<file path="config.mk">
export PLATFORM = sky130hd
export DESIGN_NAME = exception_entry
export DESIGN_NICKNAME = d
export VERILOG_FILES = /design/src/rtl/exception_entry_pkg.sv /design/src/rtl/exc_priority_enc.sv /design/src/rtl/exception_entry.sv
export SDC_FILE = /design/constraint.sdc
export NUM_CORES = 1
export LEC_CHECK = 0
export ABC_AREA = 1
export CORE_UTILIZATION = 35
export CTS_BUF_LIST = sky130_fd_sc_hd__clkbuf_2
export DETAILED_ROUTE_END_ITERATION = 8
export GPL_TIMING_DRIVEN = 1
export HOLD_SLACK_MARGIN = 0.12
export SLEW_MARGIN = 0
export SYNTH_ARGS = -nofsm -noshare
export SYNTH_HDL_FRONTEND = slang
export SYNTH_SLANG_ARGS = --single-unit
</file>
<file path="constraint.sdc">
create_clock -name clk -period 3.8 [get_ports clk]
set_clock_uncertainty 0.05 [all_clocks]
set_input_delay 0.57 -clock clk [delete_from_list [all_inputs] [get_ports clk]]
set_output_delay 0.57 -clock clk [all_outputs]
set_load 0.01 [all_outputs]
</file>
<file path="src/rtl/exception_entry_pkg.sv">
// Shared definitions for the exception-entry stage: cause encodings, CP0 field layouts, FSM states.
package exception_entry_pkg;

  localparam logic [31:0] EXC_VECTOR_DEFAULT = 32'hBFC0_0380;
  localparam int          EXC_NUM_CAUSES     = 8;

  localparam int EXC_BIT_INT        = 0;
  localparam int EXC_BIT_ADEL_FETCH = 1;
  localparam int EXC_BIT_RI         = 2;
  localparam int EXC_BIT_OV         = 3;
  localparam int EXC_BIT_SYS        = 4;
  localparam int EXC_BIT_BP         = 5;
  localparam int EXC_BIT_ADEL_DATA  = 6;
  localparam int EXC_BIT_ADES       = 7;

  typedef enum logic [4:0] {
    EXC_INT  = 5'd0,
    EXC_ADEL = 5'd4,
    EXC_ADES = 5'd5,
    EXC_SYS  = 5'd8,
    EXC_BP   = 5'd9,
    EXC_RI   = 5'd10,
    EXC_OV   = 5'd12
  } exc_code_t;

  typedef struct packed {
    logic       bd;
    logic       ti;
    logic [13:0] rsvd_hi;
    logic [7:0] ip;
    logic       rsvd_mid;
    exc_code_t  exc_code;
    logic [1:0] rsvd_lo;
  } cause_t;

  typedef struct packed {
    logic [7:0] im;
    logic       exl;
    logic       ie;
  } status_t;

  typedef enum logic [1:0] {
    S_IDLE,
    S_SAVE,
    S_REDIRECT
  } exc_state_t;

endpackage

</file>
<file path="src/rtl/exc_priority_enc.sv">
// Fixed-priority cause encoder: lowest set exc_vec bit wins; flags which source supplies BadVAddr.
module exc_priority_enc
  import exception_entry_pkg::*;
(
  input  logic [EXC_NUM_CAUSES-1:0] exc_vec,
  output logic                      valid,
  output exc_code_t                 code,
  output logic                      is_fetch,
  output logic                      is_data
);

  always_comb begin
    valid    = |exc_vec;
    code     = EXC_INT;
    is_fetch = 1'b0;
    is_data  = 1'b0;
    if (exc_vec[EXC_BIT_INT]) begin
      code = EXC_INT;
    end else if (exc_vec[EXC_BIT_ADEL_FETCH]) begin
      code     = EXC_ADEL;
      is_fetch = 1'b1;
    end else if (exc_vec[EXC_BIT_RI]) begin
      code = EXC_RI;
    end else if (exc_vec[EXC_BIT_OV]) begin
      code = EXC_OV;
    end else if (exc_vec[EXC_BIT_SYS]) begin
      code = EXC_SYS;
    end else if (exc_vec[EXC_BIT_BP]) begin
      code = EXC_BP;
    end else if (exc_vec[EXC_BIT_ADEL_DATA]) begin
      code    = EXC_ADEL;
      is_data = 1'b1;
    end else if (exc_vec[EXC_BIT_ADES]) begin
      code    = EXC_ADES;
      is_data = 1'b1;
    end
  end

endmodule

</file>
<file path="src/rtl/exception_entry.sv">
// Exception-entry stage: accepts a request, saves EPC/Cause/BadVAddr, sets EXL, pulses a redirect.
// Optional count/compare timer interrupt is enabled by defining EXC_TIMER_IRQ_EN.
module exception_entry
  import exception_entry_pkg::*;
#(
  parameter logic [31:0] EXC_VECTOR = EXC_VECTOR_DEFAULT,
  parameter int          NUM_CAUSES = EXC_NUM_CAUSES
) (
  input  logic                  clk,
  input  logic                  reset,
  input  logic                  req_valid,
  output logic                  req_ready,
  input  logic [NUM_CAUSES-1:0] exc_vec,
  input  logic [31:0]           exc_pc,
  input  logic                  exc_delayed,
  input  logic [31:0]           exc_badvaddr,
  input  logic                  eret_valid,
  input  logic [5:0]            ext_int,
  input  logic                  status_ie,
  input  logic [7:0]            status_im,
  output logic                  int_pending,
  output logic                  redirect_valid,
  output logic [31:0]           redirect_pc,
  output logic [31:0]           epc,
  output logic [31:0]           cause,
  output logic [31:0]           badvaddr,
  output logic                  status_exl
`ifdef EXC_TIMER_IRQ_EN
  ,
  input  logic                  compare_we,
  input  logic [31:0]           compare_wdata,
  output logic [31:0]           count
`endif
);

  exc_state_t  state_q, state_d;
  exc_code_t   pend_code_q, pend_code_d, code_q, code_d;
  logic [31:0] pend_pc_q, pend_pc_d, pend_vaddr_q, pend_vaddr_d;
  logic        pend_delayed_q, pend_delayed_d, pend_fetch_q, pend_fetch_d, pend_data_q, pend_data_d;
  logic [31:0] epc_q, epc_d, badvaddr_q, badvaddr_d;
  logic        bd_q, bd_d, exl_q, exl_d;
  logic [5:0]  ext_q, ext_d;
  logic [5:0]  ip_hw;
  logic        ti;

  logic        enc_valid, enc_fetch, enc_data;
  exc_code_t   enc_code;
  logic        accept;
  cause_t      cause_s;
  status_t     status_s;

  exc_priority_enc u_prio (
    .exc_vec  (exc_vec),
    .valid    (enc_valid),
    .code     (enc_code),
    .is_fetch (enc_fetch),
    .is_data  (enc_data)
  );

  assign req_ready = (state_q == S_IDLE);
  assign accept    = req_valid & req_ready;

  always_comb begin
    state_d        = state_q;
    pend_code_d    = pend_code_q;
    pend_pc_d      = pend_pc_q;
    pend_vaddr_d   = pend_vaddr_q;
    pend_delayed_d = pend_delayed_q;
    pend_fetch_d   = pend_fetch_q;
    pend_data_d    = pend_data_q;
    code_d         = code_q;
    epc_d          = epc_q;
    badvaddr_d     = badvaddr_q;
    bd_d           = bd_q;
    exl_d          = exl_q;
    ext_d          = ext_int;
    case (state_q)
      S_IDLE: begin
        if (accept) begin
          state_d        = S_SAVE;
          pend_code_d    = enc_code;
          pend_pc_d      = exc_pc;
          pend_vaddr_d   = exc_badvaddr;
          pend_delayed_d = exc_delayed;
          pend_fetch_d   = enc_fetch;
          pend_data_d    = enc_data;
        end else if (eret_valid) begin
          exl_d = 1'b0;
        end
      end
      S_SAVE: begin
        state_d = S_REDIRECT;
        code_d  = pend_code_q;
        // A nested exception keeps the original EPC/BD so the outer handler can still return.
        if (!exl_q) begin
          epc_d = pend_delayed_q ? (pend_pc_q - 32'd4) : pend_pc_q;
          bd_d  = pend_delayed_q;
        end
        exl_d = 1'b1;
        if (pend_fetch_q) begin
          badvaddr_d = pend_pc_q;
        end else if (pend_data_q) begin
          badvaddr_d = pend_vaddr_q;
        end
      end
      S_REDIRECT: state_d = S_IDLE;
      default:    state_d = S_IDLE;
    endcase
  end

  always_ff @(posedge clk) begin
    if (reset) begin
      state_q        <= S_IDLE;
      pend_code_q    <= EXC_INT;
      pend_pc_q      <= '0;
      pend_vaddr_q   <= '0;
      pend_delayed_q <= 1'b0;
      pend_fetch_q   <= 1'b0;
      pend_data_q    <= 1'b0;
      code_q         <= EXC_INT;
      epc_q          <= '0;
      badvaddr_q     <= '0;
      bd_q           <= 1'b0;
      exl_q          <= 1'b0;
      ext_q          <= '0;
    end else begin
      state_q        <= state_d;
      pend_code_q    <= pend_code_d;
      pend_pc_q      <= pend_pc_d;
      pend_vaddr_q   <= pend_vaddr_d;
      pend_delayed_q <= pend_delayed_d;
      pend_fetch_q   <= pend_fetch_d;
      pend_data_q    <= pend_data_d;
      code_q         <= code_d;
      epc_q          <= epc_d;
      badvaddr_q     <= badvaddr_d;
      bd_q           <= bd_d;
      exl_q          <= exl_d;
      ext_q          <= ext_d;
    end
  end

`ifdef EXC_TIMER_IRQ_EN
  logic [31:0] count_q, count_d, compare_q, compare_d;
  logic        tick_q, tick_d, ti_q, ti_d;

  // Count advances on every second cycle; TI latches on a match until Compare is rewritten.
  always_comb begin
    tick_d    = ~tick_q;
    count_d   = count_q + {31'd0, tick_q};
    compare_d = compare_q;
    ti_d      = ti_q;
    if (compare_we) begin
      compare_d = compare_wdata;
      ti_d      = 1'b0;
    end else if (count_q == compare_q) begin
      ti_d = 1'b1;
    end
  end

  always_ff @(posedge clk) begin
    if (reset) begin
      tick_q    <= 1'b0;
      count_q   <= '0;
      compare_q <= '0;
      ti_q      <= 1'b0;
    end else begin
      tick_q    <= tick_d;
      count_q   <= count_d;
      compare_q <= compare_d;
      ti_q      <= ti_d;
    end
  end

  assign count = count_q;
  assign ti    = ti_q;
  assign ip_hw = {ti_q | ext_q[5], ext_q[4:0]};
`else
  assign ti    = 1'b0;
  assign ip_hw = ext_q;
`endif

  always_comb begin
    cause_s          = '0;
    cause_s.bd       = bd_q;
    cause_s.ti       = ti;
    cause_s.ip       = {ip_hw, 2'b00};
    cause_s.exc_code = code_q;
  end

  assign status_s       = '{im: status_im, exl: exl_q, ie: status_ie};
  assign int_pending    = (|(cause_s.ip & status_s.im)) & status_s.ie & ~status_s.exl;
  assign redirect_valid = (state_q == S_REDIRECT);
  assign redirect_pc    = EXC_VECTOR;
  assign epc            = epc_q;
  assign cause          = cause_s;
  assign badvaddr       = badvaddr_q;
  assign status_exl     = exl_q;

  a_accept_has_cause: assert property (@(posedge clk) disable iff (reset) accept |-> enc_valid)
    else $error("exception_entry: request accepted with empty exc_vec");
  a_eret_only_idle: assert property (@(posedge clk) disable iff (reset)
    eret_valid |-> (state_q == S_IDLE) && !accept)
    else $error("exception_entry: eret_valid while busy or together with an accept");

endmodule

</file>
==> flow_summary.yaml, run 1 <==
timing:
  hold_viol: 0
  period_share: 0.678
  max_slew.worst_pin.slew_ns: 0.962
  rsz0062_at_grt: "false"
  setup_tns_ns: 0
  max_freq_ghz: 0.388
  slew_headroom: 0.359
  setup_viol: 0
  slew_violations: 0
  period_needed_ns: 2.58
synthesis:
  synth.distinct_cells: 37
  synth_edf_count: 0
  ys_dominant_reg_cell: "dfxtp_1"
  synth.top_cells.by_area: "dfxtp_1, a21oi_1, o21ai_0"
  yosysSeqAreaShare: 0.438
  syn_avg_cell_area_um2: 7.51
  synthCells: 906
  ys_seq_elements: 149
  synth_area_mm2: 0.00681
  ys_warn_count: 0
  post-synth-top-area-cell: "dfxtp_1"
  async_flop_share: 0
  synth_top_area_share: 0.438
clocking:
  clkLatencyLatePin_ns: 0.72
  cts.sinks: 149
  hold_buffers: 0
  numCtsBuffers: 17
  cts_tree: "done"
  cts_resized: 0
  cts_buffer_depth: 2
  root_buffer: "clkbuf_2"
  cts_setup_buffers: 0
  path_clk_slew_ns: 0.20
  cts_max_level: 4
place:
  gp_congestion: 0.807
  place_hpwl_um: 13400
  port-buffer-count: 168
  place_area_mm2: 0.00847
critical_path:
  worstSetupEndpointType: "output port"
  required_ns: 3.18
  worstPathMaxFanout: 2
  worst_ep_arrival_time_ns: 1.96
  crit_path_start_kind: "flop"
  crit_type: "flop to output port"
pwr:
  p_switching_mw: 1.00
  switching_share: 0.309
  pwr-share-comb: 0.193
  leakage_nw: 3.58
  power_density_mw_per_mm2: 373
  clkPwrFrac: 0.266
  seqPwrFrac: 0.542
  ir_drop_mv: 0.178
  total_power_mw: 3.24
  p_int_mw: 2.24
finish:
  fin_nets: 1145
  final_core_util: 0.460
  area_growth_syn_to_layout_pct: 27.7
  n_fill_cell: 1962
  final_area_mm2: 0.00869
  drive_above_1_share: 0.0761
floorplan:
  start_util: 0.360
  die_w_um: 141
  num_rows: 50
  core_mm2: 0.0189
  fp.dieH_um: 141
  io_pins: 224
  dieArea_mm2: 0.0200
flow_run:
  max_cap_viol_count: 0
detailed_routing:
  ant_nets: 0
  routed_wirelength_um: 18500
  drt_iter0_drc: 303
  remaining_drc_errors: 0
  viasPerCell: 4.55
  wl_per_cell_um: 13.9
  first_pass_iters: 4
  num_vias: 6042
global_route:
  grt_first_pass_wirelength_um: 28400
  grt_max_degree: 66
  grt_pass1_vias: 5281
  grt_antenna_before_repair: 2
  grt_use_total: 0.187
  overflow: 0
outcome:
  status: "finished clean"
worst_hold_path:
  holdCritPathClass: "input port to flop"
-- path summary, 6_finish.rpt --
check / startpoint / endpoint / slack [ns] / cells after the start
min reg2reg: pend_vaddr_q[18] / pend_vaddr_q[18] / 0.41 / 2
max: ext_q[4] / int_pending / 1.22 / 4
max reg2reg: state_q[0] / badvaddr[24] / 1.89 / 6
min: ext_int[5] / ext_q[5] / 0.30 / 3
-- Yosys cell counts (3+ instances only) --
cell      number
nor2_4         6
nand2_2        3
dfxtp_1      149
nand4_1       10
o21ai_0      120
clkbuf_1      20
xor2_1         8
o21ai_1       19
buf_1          4
nor2_8         3
o21a_1         7
a31oi_1        3
nor3_1         3
nor2_1       111
a21oi_2        5
nor2_2         7
or2_2          4
inv_2          7
inv_1         86
buf_6          3
o21bai_1       4
nand3_1       20
a21oi_1      142
buf_2         19
buf_4         57
nand2_1       72
-- placed cells by master (no fill, tap or decap), types with 5 or more instances in the layout --
| cell | Yosys | final |
|---|---|---|
| o21ai_0 | 120 | 120 |
| buf_4 | 57 | 9 |
| nor2_1 | 111 | 111 |
| inv_2 | 7 | 7 |
| o21a_1 | 7 | 7 |
| a21oi_2 | 5 | 5 |
| nand2_1 | 72 | 72 |
| clkdlybuf4s50_1 | 0 | 168 |
| dfxtp_1 | 149 | 148 |
| nor2_2 | 7 | 7 |
| nand4_1 | 10 | 10 |
| nor2_4 | 6 | 6 |
| a21oi_1 | 142 | 142 |
| xor2_1 | 8 | 8 |
| inv_1 | 86 | 86 |
| clkbuf_2 | 0 | 20 |
| nand3_1 | 20 | 20 |
| o21ai_1 | 19 | 19 |
| conb_1 | 2 | 53 |
-- flip-flops by register name, summed over array words and instances, names as in the netlist --
name	flops
status_exl	1
pend_code_q	4
pend_data_q	1
badvaddr	32
pend_pc_q	32
epc	32
state_q	2
ext_q	6
code_q	4
bd_q	1
pend_fetch_q	1
pend_vaddr_q	32
pend_delayed_q	1
-- stage by stage --
step | worst slack [ns] | hold slack (ns) | instances
2_1_floorplan | 2.22 | 0.380 | 957
3_3_place_gp | 1.29 | 0.389 | 1293
3_5_place_dp | 1.30 | 0.394 | 1293
4_1_cts | 1.13 | 0.224 | 1325
5_1_grt | 1.04 | 0.221 | 1327
6_report | 1.22 | 0.300 | 1327
-- routing by layer --
layer | up-vias | track usage | share of wire
met3 | 18 | 0.0422 | 0.045
met2 | 162 | 0.276 | 0.44
met5 | - | 0 | 0
met4 | 0 | 0.0538 | 0.012
met1 | 2695 | 0.271 | 0.50
li1 | 3167 | - | -
-- cell families after synthesis --
kind of cell / after synthesis / synth area share
buf+inv: 196 / 0.146
compound gates: 304 / 0.233
simple gates: 246 / 0.170
xor+xnor: 8 / 0.0103
other cells: 2 / 0.00110
flops: 149 / 0.438
fa+ha+maj: 1 / 0.00184
-- power by group through the flow --
stage	clock [mW]	sequential [mW]	combinational (mW)
3_5_place_dp	0	1.78	0.626
5_1_grt	0.957	1.77	0.698
3_3_place_gp	0	1.78	0.619
4_1_cts	0.891	1.75	0.627
6_report	0.860	1.75	0.623
2_1_floorplan	0	1.77	0.408
-- critical path, stage by stage, from the launching register on --
cell and delay, ns:
dfxtp_1 0.36, a22o_1 0.22, o21ai_0 0.14, nor2_1 0.06, clkdlybuf4s50_1 0.48
-- area by class of cell --
type                       count  area [um^2]  share of cell area
tap                          260          325              0.0374
antenna                        2         5.00            0.000576
clock buffer                  20          100              0.0115
inverter                      93          349              0.0402
clock inverter                12          113              0.0130
sequential                   149         2980               0.343
multi-input combinational    612         3020               0.348
timing repair buffer         179         1790               0.206
No activity file was read; power rests on OpenSTA's default activity.
==> run 2, diff against run 1 <==
Settings changed: PLACE_DENSITY set to 0.66.
Clock period 3.8 ns to 2.3 ns, I/O delays scaled along.
==> run 2 against run 1 <==
Effect of this change: highest routed layer unchanged; register-to-register slack got worse by 1.4 ns; non-clock buffer count increased by 60; clock power up 100%; wire length grew 2.1%; sequential cell count stayed put.
==> flow_summary.yaml, run 2 (synthesis results as in run 1) <==
outcome:
  status: "finished clean"
detailed_routing:
  num_vias: 6304
  viasPerCell: 4.54
  remaining_drc_errors: 0
  drt_iter0_drc: 427
  first_pass_iters: 5
  ant_nets: 0
  routed_wirelength_um: 18900
  wl_per_cell_um: 13.6
pwr:
  clkPwrFrac: 0.303
  switching_share: 0.306
  p_int_mw: 4.00
  seqPwrFrac: 0.502
  ir_drop_mv: 0.298
  power_density_mw_per_mm2: 615
  leakage_nw: 3.88
  p_switching_mw: 1.76
  pwr-share-comb: 0.195
global_route:
  overflow: 0
  grt_pass1_vias: 5729
  grt_use_total: 0.192
  grt_antenna_before_repair: 3
  grt_max_degree: 65
  grt_first_pass_wirelength_um: 29700
timing:
  max_slew.worst_pin.slew_ns: 0.618
  setup_tns_ns: 0
  period_share: 0.940
  rsz0062_at_grt: "false"
  hold_viol: 0
  period_needed_ns: 2.16
  max_freq_ghz: 0.462
  slew_headroom: 0.588
  slew_violations: 0
  setup_viol: 0
floorplan:
  dieArea_mm2: 0.0200
  fp.dieH_um: 141
  die_w_um: 141
  num_rows: 50
  start_util: 0.360
  core_mm2: 0.0189
  io_pins: 224
critical_path:
  worstSetupEndpointType: "output port"
  cp_slowest_stage_delay_ns: 0.56
  worstPathMaxFanout: 4
  slowest_stage: "clkdlybuf4s50_1"
  ff2ff_setup_slack_ns: 0.53
  critPathBufInv: 1
  required_ns: 1.90
  path_cells: "clkdlybuf4s50_1"
  worst_ep_arrival_time_ns: 1.77
  crit_path_start_kind: "flop"
  crit_type: "flop to output port"
  cp_top_family: "buffers and inverters"
clocking:
  clkLatencyLatePin_ns: 0.75
  cts_buffer_depth: 2
  root_buffer: "clkbuf_2"
  cts.sinks: 149
  cts_max_level: 4
  path_clk_slew_ns: 0.23
  cts_tree: "done"
  numCtsBuffers: 17
finish:
  mostFrequentLayoutCells: "clkdlybuf4s50_1, dfxtp_1, a21oi_1, o21ai_0, nor2_1"
  fin_nets: 1205
  final_area_mm2: 0.00937
  final_common_cell: "clkdlybuf4s50_1"
  area_growth_syn_to_layout_pct: 37.6
  drive_above_1_share: 0.0844
place:
  gp_congestion: 0.845
  port-buffer-count: 168
  place_area_mm2: 0.00849
  place_hpwl_um: 13400
worst_hold_path:
  holdCritPathClass: "input port to flop"
flow_run:
  max_cap_viol_count: 0
## run 2: changes by cell type in the layout (fill, tap and decap cells not counted), sizes merged, moves of 2 or more
| cell | before | now |
|---|---|---|
| buf | 11 | 15 |
| bufinv | 2 | 4 |
| clkbuf | 20 | 18 |
| clkdlybuf4s50 | 168 | 165 |
| dlygate4sd3 | 0 | 56 |
## run 2: what timing repair did
item,4_1_cts,5_1_grt
buffers inserted,0,1
setup endpoints to repair,4,2
pin swaps,0,1
gates resized for setup,5,7
endpoints found under the hold margin,53,3
hold buffers,53,3
## run 2: routing by layer
layer,global-route usage,part of all wire,vias up
met3,0.0472,0.047,27
met4,0.0645,0.018,0
met1,0.262,0.49,2816
met2,0.295,0.45,171
li1,-,-,3290
met5,0,0,-
## run 2: cell type report
cell class                 instances  area (um^2)
clock inverter                    15          206
tap                              260          325
sequential                       149         2990
inverter                          93          349
fill                            1885         9530
antenna                            3         7.51
multi-input combinational        612         3030
clock buffer                      17         85.1
timing repair buffer             239         2380
## run 2: tightest hold or removal path: cells and delay by family
kind            cells  cell delay (ns)
buf+inv             1             0.40
compound gates      2             0.20
## run 2: path summary, 6_finish.rpt
kind | depth (start not counted) | from | endpoint
worst max-delay path | 1 | status_exl | status_exl
worst max register to register | 9 | pend_pc_q[2] | epc[28]
worst min-delay path | 3 | exc_pc[30] | pend_pc_q[30]
worst min register to register | 2 | pend_vaddr_q[3] | pend_vaddr_q[3]
## run 2: power by group through the flow
stage	sequential (mW)	clock (mW)	combinational (mW)
6_report	2.89	1.74	1.12
5_1_grt	2.92	1.91	1.25
4_1_cts	2.89	1.79	1.12
3_5_place_dp	2.94	0	1.04
3_3_place_gp	2.94	0	1.03
2_1_floorplan	2.92	0	0.674
## run 2: per-stage QoR
step / hold slack, ns / std cells / utilization / setup slack [ns] / total power, mW
final: 0.191 / 1388 / 0.496 / 0.138 / 5.76
after global routing: 0.119 / 1388 / 0.496 / 0.00192 / 6.08
after CTS: 0.120 / 1381 / 0.493 / 0.00172 / 5.80
after detailed placement: 0.394 / 1296 / 0.450 / 0.255 / 3.98
after global placement: 0.389 / 1296 / 0.450 / 0.243 / 3.97
after floorplan: 0.380 / 957 / - / 0.807 / 3.60
